$ cat config.mk
export PLATFORM = sky130hd
export DESIGN_NAME = pmt_rotate_stage
export DESIGN_NICKNAME = d
export VERILOG_FILES = /design/src/rtl/pmt_rotate_stage.sv
export SDC_FILE = /design/constraint.sdc
export NUM_CORES = 1
export LEC_CHECK = 0
export ABC_AREA = 1
export CAP_MARGIN = 25
export CORE_ASPECT_RATIO = 1.4
export CORE_UTILIZATION = 50
export CTS_CLUSTER_SIZE = 24
export DETAILED_ROUTE_END_ITERATION = 10
export PLACE_DENSITY = 0.84
export SLEW_MARGIN = 20
export SYNTH_ARGS = -nofsm -noshare
export SYNTH_HDL_FRONTEND = slang
export SYNTH_SLANG_ARGS = --single-unit
$ cat constraint.sdc
create_clock -name clk -period 3.79 [get_ports clk]
set_input_delay 0.379 -clock clk [delete_from_list [all_inputs] [get_ports clk]]
set_output_delay 0.379 -clock clk [all_outputs]
set_load 0.05 [all_outputs]
$ cat src/rtl/pmt_rotate_stage.sv
// pmt_rotate_stage: streaming cyclic-rotation permutation stage for the FFT datapath.
// Routes NUM_LANES complex lanes through a rotation network whose amount advances every
// HOLD valid beats after a frame-start pulse. Direction is chosen per frame.
//
// Ports:
//   clk, rst      clock and synchronous active-high reset
//   valid_in      data_in beat valid; cycles without it are stalls
//   ctrl_in       frame start, qualified by valid_in
//   dir_in        rotation direction, sampled on the frame-start beat (0 upper, 1 lower)
//   data_in       NUM_LANES packed lanes, lane k at [(2k+2)*DW-1 : 2k*DW], x high / y low
//   data_out      permuted lanes, same packing
//   valid_out     data_out valid
//   ctrl_out      ctrl_in aligned with data_out
//   rot_out       rotation applied to the current data_out beat
module pmt_rotate_stage #(
    parameter int unsigned DATA_WIDTH = 16,
    parameter int unsigned NUM_LANES  = 4,
    parameter int unsigned LOG2_LANES = 2,
    parameter int unsigned HOLD       = 4,
    parameter int unsigned OUT_REG    = 1
) (
    input  logic                                 clk,
    input  logic                                 rst,
    input  logic                                 valid_in,
    input  logic                                 ctrl_in,
    input  logic                                 dir_in,
    input  logic [2*DATA_WIDTH*NUM_LANES-1:0]    data_in,
    output logic [2*DATA_WIDTH*NUM_LANES-1:0]    data_out,
    output logic                                 valid_out,
    output logic                                 ctrl_out,
    output logic [LOG2_LANES-1:0]                rot_out
);

    localparam int unsigned LANE_W = 2 * DATA_WIDTH;
    localparam int unsigned BUS_W  = LANE_W * NUM_LANES;
    localparam int unsigned HOLD_W = (HOLD > 1) ? $clog2(HOLD) : 1;
    localparam logic [HOLD_W-1:0] HOLD_LAST = HOLD_W'(HOLD - 1);

    logic [LOG2_LANES-1:0] rot;
    logic [HOLD_W-1:0]     hold_cnt;
    logic                  active;
    logic                  dir_q;

    logic                  start_c;
    logic [LOG2_LANES-1:0] rot_c;
    logic                  dir_c;
    logic [BUS_W-1:0]      perm_c;
    logic [LANE_W-1:0]     lane_in [NUM_LANES];

    // A frame-start beat is itself permuted with r=0 and the fresh direction.
    always_comb begin
        start_c = valid_in & ctrl_in;
        rot_c   = start_c ? '0 : rot;
        dir_c   = start_c ? dir_in : dir_q;
    end

    // Rotation network: each output lane selects one input lane; x and y move together.
    for (genvar k = 0; k < NUM_LANES; k++) begin : g_lane
        logic [LOG2_LANES-1:0] src;
        assign lane_in[k] = data_in[k*LANE_W +: LANE_W];
        // Lane count is a power of two, so index arithmetic wraps modulo NUM_LANES.
        assign src = dir_c ? (LOG2_LANES'(k) - rot_c) : (LOG2_LANES'(k) + rot_c);
        assign perm_c[k*LANE_W +: LANE_W] = lane_in[src];
    end

    // Rotation sequencer; frozen on stalls and held at pass-through until the first frame.
    always_ff @(posedge clk) begin
        if (rst) begin
            rot      <= '0;
            hold_cnt <= '0;
            active   <= 1'b0;
            dir_q    <= 1'b0;
        end else if (start_c) begin
            dir_q  <= dir_in;
            active <= 1'b1;
            if (HOLD == 1) begin
                rot      <= LOG2_LANES'(1);
                hold_cnt <= '0;
            end else begin
                rot      <= '0;
                hold_cnt <= HOLD_W'(1);
            end
        end else if (valid_in && active) begin
            if (hold_cnt == HOLD_LAST) begin
                hold_cnt <= '0;
                rot      <= rot + LOG2_LANES'(1);
            end else begin
                hold_cnt <= hold_cnt + HOLD_W'(1);
            end
        end
    end

    if (OUT_REG != 0) begin : g_out_reg
        // One-cycle output register; data and rotation hold across stalls.
        always_ff @(posedge clk) begin
            if (rst) begin
                data_out  <= '0;
                valid_out <= 1'b0;
                ctrl_out  <= 1'b0;
                rot_out   <= '0;
            end else begin
                valid_out <= valid_in;
                ctrl_out  <= start_c;
                if (valid_in) begin
                    data_out <= perm_c;
                    rot_out  <= rot_c;
                end
            end
        end
    end else begin : g_out_comb
        assign data_out  = perm_c;
        assign valid_out = valid_in;
        assign ctrl_out  = start_c;
        assign rot_out   = rot_c;
    end

endmodule

* After elaboration in Yosys (flattened, before gate mapping) *
Cells that the tools add are included.

storage, ports and cells
  register bits after elaboration = 138
  word-level logic and storage cells = 53
  input port bits = 133
  output and inout port bits = 132

cells by class
  eq/ne operators = 1
  bitwise logic cells = 5
  reduce and logical (&&, ||, !) cells = 4
  muxes and demuxes = 21
  add/sub/neg operators = 9
  magnitude comparators = 4

operators with widths
  cell                 count
  $bmux 32 s2          4
  $mux 32              8
  $ge 3x3->1 const B   4
  $mux 2               6
  $not 2->3            4
  $add 2x1->2 const B  2
  $add 2x2->2 const A  2
  $sub 1x2->2 const A  2
  $sub 2x2->2 const A  2
  $mux 1               3
  $add 1x2->2 const A  1
  $eq 2x2->1 const B   1
  $reduce_and 2->1     1
  $reduce_bool 2->1    1
  $reduce_or 2->1      1
  $and 1x1->1          1
  $logic_and 1x1->1    1

* Depth between registers and ports, before layout *
Gate-level depths: netlist (run 1).

  word-level depth = 8
  mapped depth = 11
  gate-level depth less buffers = 9

* Least setup slack after synthesis (run 1) *
Ideal clock, no wire load.

  path type = input -> register
  from = input ctrl_in
  to = register data_out[66]
  data arrival time = 1.364 ns
  required time = 3.672 ns
  stages = 9
  setup slack = 2.309 ns
  buffers on the path = 3
  setup time = 0.118 ns
  cell sequence = nand2_1 -> buf_4 -> nand3_2 -> nand2_2 -> buf_2 -> buf_2 -> a21oi_1 -> nor2_1 -> nor2_1

on the way
  word-level cells in the longest chain between the ends = 8
  elaborated cells between the ends (all ways) = 10
  classes of those cells = add/sub: 2; mux: 6; bitwise: 2

RTL lines
  element                                            RTL line  source
  from (decl)                                        25        input logic ctrl_in,
  $and 1x1->1 *                                      52        start_c = valid_in & ctrl_in;
  $mux 2                                             53        rot_c = start_c ? '0 : rot;
  $add 2x2->2 / $sub 2x2->2 (equally long branches)  62        assign src = dir_c ? (LOG2_LANES'(k) - rot_c) : (LOG2_LANES'(k) + rot_c);
  $mux 2 *                                           62
  $not 2->3 (not written as such) *                  63        assign perm_c[k*LANE_W +: LANE_W] = lane_in[src];
  $bmux 32 s2 *                                      63
  $mux 32 (not written as such) * (2 in a row)       63
  to (signal assigned)                               105       data_out <= perm_c;
  to (decl)                                          28        output logic [2*DATA_WIDTH*NUM_LANES-1:0] data_out,

Every way passes the cells marked *; elsewhere a longest branch is shown, timed or not. The select of a mux whose other input is x is not followed.
A chain may end at the register's enable or synchronous reset.

* Worst setup path in the final report (run 1) *
  from = register rot[0]
  to = register data_out[115]

on the way
  word-level cells in the longest chain between the ends = 7
  elaborated cells between the ends (all ways) = 8
  classes of those cells = add/sub: 2; mux: 5; bitwise: 1

RTL lines
  element                                            RTL line  source
  from (decl)                                        39        logic [LOG2_LANES-1:0] rot;
  from (signal assigned)                             86        rot <= rot + LOG2_LANES'(1);
  $mux 2 *                                           53
  $add 2x2->2 / $sub 2x2->2 (equally long branches)  62
  $mux 2 *                                           62
  $not 2->3 (not written as such) *                  63
  $bmux 32 s2 *                                      63
  $mux 32 (not written as such) * (2 in a row)       63

Marks and branches as above.

==> results of run 1 <==
## critical path: cells and delay by family (launching register included)
family	cells	cell delay, ns
AO/OA/AOI/OAI	1	0.13
buffers and inverters	2	0.70
flip-flops	1	0.81
AND/OR/NAND/NOR	4	0.56
## power breakdown
group,total [uW],switching [uW],internal [uW]
clock,1560,691,873
sequential,1640,70.6,1570
combinational,1490,968,520
## worst paths after layout
check / start / end / depth (start not counted)
worst max-delay path: rot[0] / data_out[115] / 7
worst min register to register: active / active / 2
worst max register to register: rot[0] / data_out[115] / 7
worst min-delay path: valid_in / rot_out[1] / 2
## synthesized netlist by cell type
master	instances	area, um^2
nand2_2	5	31.3
buf_4	14	105
buf_6	4	45.0
a211oi_1	1	7.51
inv_1	137	514
buf_1	16	60.1
dfxtp_1	138	2760
nor2_1	261	980
clkbuf_1	55	206
a31oi_1	1	6.26
ha_1	1	12.5
nand3_1	322	1610
buf_2	45	225
o21ai_0	67	335
nand3_2	2	20.0
nand2_1	466	1750
a21oi_1	69	345
## per-stage QoR
stage | utilization [%] | hold WS, ns | std cells
final | 69.3 | 0.448 | 2022
after global routing | 69.3 | 0.481 | 2022
after CTS | 69.0 | 0.442 | 2018
after detailed placement | 65.9 | 0.452 | 1986
after global placement | 65.9 | 0.442 | 1986
after floorplan | - | 0.429 | 1604
## logic make-up after synthesis
logic type	after synthesis	synth area share, %
AOI/OAI and AO/OA	138	7.70
adders and majority gates	1	0.139
buffers and inverters	271	12.8
DFF	138	30.6
and+or+nand+nor	1056	48.7
## layout by cell type, fill, tap and decap left out
cell	count
ha_1	1
diode_2	2
inv_1	136
clkinv_2	3
clkdlybuf4s50_1	262
a31oi_1	1
o21ai_0	67
buf_16	1
buf_8	1
inv_6	2
buf_2	1
clkbuf_16	17
nand2_1	465
a211oi_1	1
nand3_2	2
clkbuf_8	2
clkinv_4	3
dfxtp_4	1
a21oi_1	69
buf_6	1
buf_4	11
nand2_4	2
nand3_1	322
nor2_1	261
clkinv_1	1
buf_12	5
clkinvlp_4	5
nand2_2	4
dfxtp_1	137
## layout make-up
class	instances	area (um^2)	share of cell area [%]
Multi-Input combinational cell	1195	5110	42.2
Tap cell	236	295	2.44
Timing Repair Buffer	282	2860	23.7
Sequential cell	138	2770	22.9
Clock inverter	13	96.3	0.796
Antenna cell	2	5.00	0.0413
Clock buffer	19	453	3.74
Inverter	137	514	4.25
## state kept, by name (all words and copies together), names as in the netlist
signal and count:
active 1, ctrl_out 1, data_out 128, dir_q 1, hold_cnt 2, rot 2
rot_out 2, valid_out 1
## routing by layer
layer	share of wire, %	wire (um)	vias up	GRT usage (%)
met2	45	14000	525	48.4
li1	-	-	5389	-
met5	0	0	-	0
met3	8.8	2750	62	5.85
met1	43	13400	4797	48.0
met4	3.6	1130	0	15.3
==> metrics.cfg, run 1 <==
[route]
drc=0
ant_nets=0
drt_wl_total_mm=31.3
drt_iter0_markers=1360
drt_first_pass_iters=8
vias=10800
vias_per_cell=5.33
drt-wirelength-per-cell_um=15.5

[synthesis]
syn_inst=1604
syn_nets=1738
ys_types=17
ys_ff_latch=138
avgSynthCellArea_um2=5.62
synth_area_mm2=0.00902
ys_seq_area_share_pct=30.6
ys.warnings.count=0

[place]
placed_cell_area_mm2=0.0115
hpwl_mm=21.4
io_buffers=264
place_congestion=0.980
place_ws_ns=1.21

[cells_and_area]
drive_gt1_share_pct=3.42
nets=1905
syn2layout_area_growth_pct=34.2
fill_cells=1600
design_area_mm2=0.0121

[floorplan]
die_x_um=116
fp.coreArea_mm2=0.0175
die-height_um=161
start_util_pct=51.6
rows=57
dieArea_mm2=0.0186
ioPinCount=265

[critical_path]
cp_max_fo=69
arrival_ns=2.64
critPathKind=flop to flop
crit_top_cell=nor2_1
critPathLaunchType=flop
worst_ep_required_time_ns=4.15
reg2reg_setup_slack_ns=1.51
slowest_delay_ns=0.81
crit_slowest_cell=dfxtp_4
crit_chain=buf_4 -> nand3_1 -> nand2_1 -> inv_1 -> a21oi_1 -> nor2_1 -> nor2_1
crit_path_end_kind=flop

[clocking]
cts_buffer_depth=2
cts_resized=0
numCtsBuffers=17
cts_sinks=138
cts.reportedPaths.clkPinSlew_ns=0.06
tritoncts=done
cts_root_buffer=clkbuf_16
hold_buffers=0
clk_latency_ns=0.43
h-tree-depth=4
postCtsSetupBuffers=0

[timing]
setup_viol=0
tightest_slew_ns=0.829
fin_skew_ns=0.00597
relSlewSlack_pct=44.7
fin_setup_tns_ns=0
finalMaxSlewViolations=0
fmax_mhz=439
rsz0062_at_grt=no
hold_viol=0
setup_slack_ns=1.51
post-route-period-util_pct=60.1
min_period_ns=2.28

[grt]
antenna_found_initial=2
grt_max_degree=118
grtUsageTotal_pct=33.5
grt_pass1_vias=9075
grt_pass1_wl_mm=48.2
gr-total-overflow=0

[pwr]
p_per_area_mw_per_mm2=388
design_power_total_uw=4690
vdd_drop_max_mv=0.297
power.leakage_uw=0.00606

[run]
maxCapViolCount=0

[min_path]
hp-class=input pin to flop

[status]
status=completed

Power figures use the tool's default switching activity.
==> inputs of run 2 (changes only) <==
--- a/config.mk
+++ b/config.mk
@@ -8,10 +8,10 @@
 export ABC_AREA = 1
 export CAP_MARGIN = 25
 export CORE_ASPECT_RATIO = 1.4
-export CORE_UTILIZATION = 50
+export CORE_UTILIZATION = 49
 export CTS_CLUSTER_SIZE = 24
 export DETAILED_ROUTE_END_ITERATION = 10
-export PLACE_DENSITY = 0.84
+export PLACE_DENSITY = 0.82
 export SLEW_MARGIN = 20
 export SYNTH_ARGS = -nofsm -noshare
 export SYNTH_HDL_FRONTEND = slang
==> constraint.sdc (replaced) <==
create_clock -name clk -period 2.12 [get_ports clk]
set_input_delay 0.212 -clock clk [delete_from_list [all_inputs] [get_ports clk]]
set_output_delay 0.212 -clock clk [all_outputs]
set_load 0.05 [all_outputs]
==> run 2 against run 1 <==
Net effect:
- clock-buffer cell count is 2 higher
- combinational power is 81% higher
- wire length is 0.81% higher
- hold slack worse by 0.22 ns
- cell count is 1.0% higher
- sequential share of layout area is 0.51 points lower
- critical path depth is 6 lower
- critical path type is now flop to output pin
==> metrics.cfg, run 2 (synthesized netlist as in run 1, its figures left out) <==
[pwr]
swShare_pct=34.3  ; -2.6 points
pwr-share-seq_pct=32.9  ; -2.0 points
p_per_area_mw_per_mm2=717  ; +85%
switching_power_uw=3040  ; +76%
power_frac_comb_pct=30.4  ; -1.3 points
internal_power_uw=5840  ; +97%
clockPowerShare_pct=36.7  ; +3.3 points
design_power_total_uw=8880  ; +89%
power.leakage_uw=0.00621  ; +2.4%
vdd_drop_max_mv=0.482  ; +62%

[critical_path]
critPathKind=flop to output pin
cpLargestDelayFamily=buffers and inverters
critPathLaunchType=flop
worst_ep_required_time_ns=1.91  ; -2.24 ns
slowest_delay_ns=0.85  ; +0.04 ns
crit_slowest_cell=clkdlybuf4s50_1
cp_max_fo=2  ; -97%
crit_chain=clkdlybuf4s50_1
crit_path_end_kind=output pin
arrival_ns=1.73  ; -0.91 ns
crit_buf_inv=1  ; -1

[floorplan]
die-height_um=163  ; +1.0%
ioPinCount=265  ; unchanged
fp.coreArea_mm2=0.0180  ; +3.0%
start_util_pct=50.1  ; -1.5 points
rows=58  ; +1.8%
die_x_um=117  ; +1.0%
dieArea_mm2=0.0190  ; +2.0%

[clocking]
postCtsSetupBuffers=0  ; unchanged
cts.reportedPaths.clkPinSlew_ns=0.06  ; about the same
hold_buffers=0  ; unchanged
cts_sinks=138  ; unchanged
cts_buffer_depth=2  ; unchanged
tritoncts=done
numCtsBuffers=17  ; unchanged
clk_latency_ns=0.43  ; about the same
h-tree-depth=4  ; unchanged
cts_resized=0  ; unchanged
cts_root_buffer=clkbuf_16

[grt]
gr-total-overflow=0  ; unchanged
grt_max_degree=148  ; +25%
grtUsageTotal_pct=33.6  ; +0.065 points
grt_pass1_wl_mm=48.9  ; +1.5%
antenna_found_initial=4  ; +2
grt_pass1_vias=9554  ; +5.3%

[route]
wl_met3_mm=2.65  ; -3.5%
drc=0  ; unchanged
ant_nets=0  ; unchanged
wl_met1_mm=13.5  ; +0.44%
drt-wirelength-per-cell_um=15.4  ; -0.22%
vias=10800  ; +0.38%
drt_iter0_markers=1181  ; -13%
vias_per_cell=5.29  ; -0.65%
top_layer_used=met4
drt_wl_total_mm=31.5  ; +0.81%
drt_first_pass_iters=6  ; -2
wl_met2_mm=13.7  ; -2.0%

[min_path]
hp-class=input pin to flop

[cells_and_area]
largest_reg_flops=128  ; unchanged
nets=1919  ; +0.73%
final_common_cell=nand2_1
final_cells=2043  ; +1.0%
registers.top_by_ff_count=data_out
design_area_mm2=0.0124  ; +2.3%
drive_gt1_share_pct=4.17  ; +0.75 points
final_cell_mix=nand2_1, nand3_1, nor2_1, clkdlybuf4s50_1, dfxtp_1
finish.utilization_pct=68.8  ; -0.50 points
syn2layout_area_growth_pct=37.3

[status]
status=completed

[place]
place_congestion=0.939  ; -4.1%
io_buffers=264  ; unchanged
dp.cells=2006  ; +1.0%
hpwl_mm=22.1  ; +3.3%
placed_cell_area_mm2=0.0117  ; +1.9%

[timing]
fin_setup_tns_ns=0  ; unchanged
tightest_slew_ns=0.854  ; +0.0250 ns
post-route-period-util_pct=91.5
setup_viol=0  ; unchanged
min_period_ns=1.94
rsz0062_at_grt=no
finalMaxSlewViolations=0  ; unchanged
fmax_mhz=516
fin_skew_ns=0.00568  ; -0.000289 ns
hold_viol=0  ; unchanged
relSlewSlack_pct=43.1  ; -1.7 points

[run]
maxCapViolCount=0  ; unchanged

-- run 2: worst paths after layout --
check        slack, ns    startpoint            to  cells after the start
min reg2reg       0.47        active        active                      2
min               0.23      valid_in         dir_q                      4
max reg2reg       0.26        rot[0]  data_out[44]                     10
max               0.18  data_out[63]  data_out[63]                      1
-- run 2: final cells by class --
class	instances	area [um^2]
fillers	1668	5620
multi-input cells	1195	5110
repair buffers	296	3040
flip-flops and latches	138	2770
inverters	137	514
clock buffers	21	472
well taps	240	300
clock inverters	11	166
diodes	5	12.5
-- run 2: worst register-to-register path, cell delays in order (launching register included) --
cell and delay [ns]:
dfxtp_4 0.56, inv_1 0.11, nand2_1 0.11, nand3_2 0.10
nand2_2 0.21, nand2_1 0.15, buf_4 0.22, nand2_1 0.09
nand3_1 0.07, nand2_1 0.09, inv_1 0.04
-- run 2: routing by layer --
| layer | vias up | GRT usage [%] |
|---|---|---|
| met1 | 4814 | 45.5 |
| met5 | - | 0 |
| li1 | 5408 | - |
| met2 | 502 | 48.7 |
| met4 | 0 | 19.7 |
| met3 | 90 | 7.03 |
-- run 2: per-stage QoR --
stage / worst slack (ns) / hold WS [ns]
after floorplan: 0.695 / 0.429
after global placement: 0.166 / 0.440
after detailed placement: 0.103 / 0.447
after CTS: 0.208 / 0.210
after global routing: 0.109 / 0.247
final: 0.181 / 0.232
-- run 2: power groups by stage --
stage	logic (uW)	clock network (uW)	registers, uW
2_1_floorplan	1010	0	3660
3_3_place_gp	2630	0	2970
3_5_place_dp	2670	0	2970
4_1_cts	2680	3290	2920
5_1_grt	2910	3390	2940
6_report	2700	3250	2920
==> inputs of run 3 (changes only) <==
--- a/config.mk
+++ b/config.mk
@@ -8,10 +8,11 @@
 export ABC_AREA = 1
 export CAP_MARGIN = 25
 export CORE_ASPECT_RATIO = 1.4
-export CORE_UTILIZATION = 49
+export CORE_MARGIN = 2
+export CORE_UTILIZATION = 50
 export CTS_CLUSTER_SIZE = 24
 export DETAILED_ROUTE_END_ITERATION = 10
-export PLACE_DENSITY = 0.82
+export DONT_BUFFER_PORTS = 1
 export SLEW_MARGIN = 20
 export SYNTH_ARGS = -nofsm -noshare
 export SYNTH_HDL_FRONTEND = slang
==> run 3 against run 2 <==
Net effect:
- cell count shrank 12%
- die area grew 0.97%
- utilization shrank 12 points
- global-route usage shrank 2.1 points
- highest routed layer unchanged
- first-iteration DRC count grew 2.0%
- wire length grew 4.8%
- non-clock buffer count shrank 248
- clock-buffer cell count is the same
- final area shrank 19%
- sequential power grew 25%
- critical path type is now flop to flop
- clock power shrank 2%
- hold slack lost 0.21 ns
==> metrics.cfg, run 3 (synthesized netlist as in run 1, its figures left out) <==
[status]
status=completed

[floorplan]
die-height_um=163  ; +0.24%
die_x_um=118  ; +0.73%
fp.coreArea_mm2=0.0179  ; -0.81%
start_util_pct=50.5  ; +0.41 points
dieArea_mm2=0.0191  ; +0.97%
ioPinCount=265  ; unchanged
rows=58  ; unchanged

[grt]
grt_pass1_wl_mm=47.7  ; -2.6%
grt_pass1_vias=8143  ; -15%
antenna_found_initial=0  ; -4
gr-total-overflow=0  ; unchanged
grtUsageTotal_pct=31.5  ; -2.1 points
grt_max_degree=150  ; +1.4%

[cells_and_area]
nets=1671  ; -13%
syn2layout_area_growth_pct=11.6
fill_cells=1874  ; +12%
registers.top_by_ff_count=data_out
final_cell_mix=nand2_1, nand3_1, nor2_1, dfxtp_1, inv_1
diodes=0  ; -5
final_common_cell=nand2_1
final_cells=1789  ; -12%
drive_gt1_share_pct=4.78  ; +0.61 points
largest_reg_flops=128  ; unchanged
design_area_mm2=0.0101  ; -19%

[pwr]
power.leakage_uw=0.00534  ; -14%
vdd_drop_max_mv=0.665  ; +38%
p_per_area_mw_per_mm2=818  ; +14%

[min_path]
hp-start=valid_in
hp-class=input pin to flop
min_path_cells=2  ; -2

[run]
maxCapViolCount=0  ; unchanged

[route]
drt_wl_total_mm=33.0  ; +4.8%
drt_iter0_markers=1205  ; +2.0%
vias=9835  ; -9.1%
drc=0  ; unchanged
drt-wirelength-per-cell_um=18.5  ; +20%
drt_first_pass_iters=6  ; unchanged
ant_nets=0  ; unchanged
vias_per_cell=5.50  ; +3.9%

[clocking]
tritoncts=done
clk_latency_ns=0.43  ; about the same
cts_sinks=138  ; unchanged
h-tree-depth=4  ; unchanged
cts.reportedPaths.clkPinSlew_ns=0.06  ; about the same
cts_root_buffer=clkbuf_16
cts_buffer_depth=2  ; unchanged
numCtsBuffers=17  ; unchanged

[timing]
tightest_slew_ns=0.731  ; -0.123 ns
holdWs_ns=0.0194  ; -0.212 ns
rsz0062_at_grt=yes
setup_viol=0  ; unchanged
min_period_ns=2.04  ; +0.0984 ns
hold_viol=0  ; unchanged
fin_skew_ns=0.0112  ; +0.00553 ns
finalMaxSlewViolations=0  ; unchanged
fmax_mhz=491  ; -4.8%
setup_slack_ns=0.0826  ; -0.0984 ns
relSlewSlack_pct=51.1  ; +8.0 points
post-route-period-util_pct=96.1  ; +4.6 points

[critical_path]
cp_max_fo=41  ; +39
rr_worst_depth=9  ; -1
crit_chain=nand2_8 -> buf_12 -> nand2_1 -> nand2_1 -> nand3_1 -> nand3_1 -> nand2_1 -> inv_1 -> dlygate4sd3_1
crit_buf_inv=3  ; +2
rr_startpoint=rot[0]
slowest_delay_ns=0.56  ; -0.29 ns
crit_path_end_kind=flop
cpLargestDelayFamily=buffers and inverters
crit_top_cell=nand2_1
cp.depth=9  ; +8
crit_start=rot[0]
arrival_ns=2.34  ; +0.61 ns
worst_ep_required_time_ns=2.42  ; +0.51 ns
critPathKind=flop to flop
critPathLaunchType=flop
crit_slowest_cell=dlygate4sd3_1

[place]
place_ws_ns=0.456  ; +0.353 ns
io_buffers=0  ; -100%
dp.cells=1727  ; -14%
placed_cell_area_mm2=0.00891  ; -24%
hpwl_mm=20.1  ; -9.2%
place_congestion=0.945  ; +0.65%

-- run 3: path summary, 6_finish.rpt --
kind / to / slack, ns
max reg2reg: data_out[45] / 0.08
min: data_out[112] / 0.02
max: data_out[45] / 0.08
min reg2reg: active / 0.47
-- run 3: through the flow --
step,total power (uW),TNS (ns),utilization [%]
after global routing,8570,-0.0752,56.4
after floorplan,4670,0,-
after global placement,4830,0,49.9
after detailed placement,4840,0,49.9
after CTS,8120,0,54.6
final,8230,0,56.4
-- run 3: worst register-to-register path: stages (launching register included) --
cell	delay (ns)
dfxtp_4	0.42
nand2_8	0.21
buf_12	0.25
nand2_1	0.09
nand2_1	0.11
nand3_1	0.10
nand3_1	0.09
nand2_1	0.07
inv_1	0.04
dlygate4sd3_1	0.56
-- run 3: cell type report --
| type | instances | area, um^2 | area share (%) |
|---|---|---|---|
| clock buffer | 21 | 480 | 4.77 |
| tap | 240 | 300 | 2.98 |
| inverter | 137 | 514 | 5.11 |
| sequential | 138 | 2770 | 27.5 |
| timing repair buffer | 48 | 696 | 6.91 |
| multi-input combinational | 1195 | 5170 | 51.3 |
| clock inverter | 10 | 139 | 1.38 |
-- run 3: what timing repair did --
| action | 4_1_cts | 5_1_grt |
|---|---|---|
| gates resized for setup | 0 | 18 |
| buffers inserted | 0 | 6 |
| hold buffers | 18 | 0 |
| endpoints found under the setup margin | 0 | 10 |
| endpoints found under the hold margin | 118 | 0 |
-- run 3: routing by layer --
metal | part of all wire (%) | wire length [um] | vias to the layer above | GRT usage, %
met3 | 11 | 3740 | 43 | 10.8
met4 | 2.0 | 672 | 0 | 9.64
li1 | - | - | 4912 | -
met5 | 0 | 0 | - | 0
met2 | 43 | 14300 | 495 | 44.3
met1 | 43 | 14400 | 4385 | 45.3
-- run 3: report_power, final --
part	internal, uW	switching (uW)
registers	2800	858
clock network	1970	1200
logic	514	881
total	5290	2940
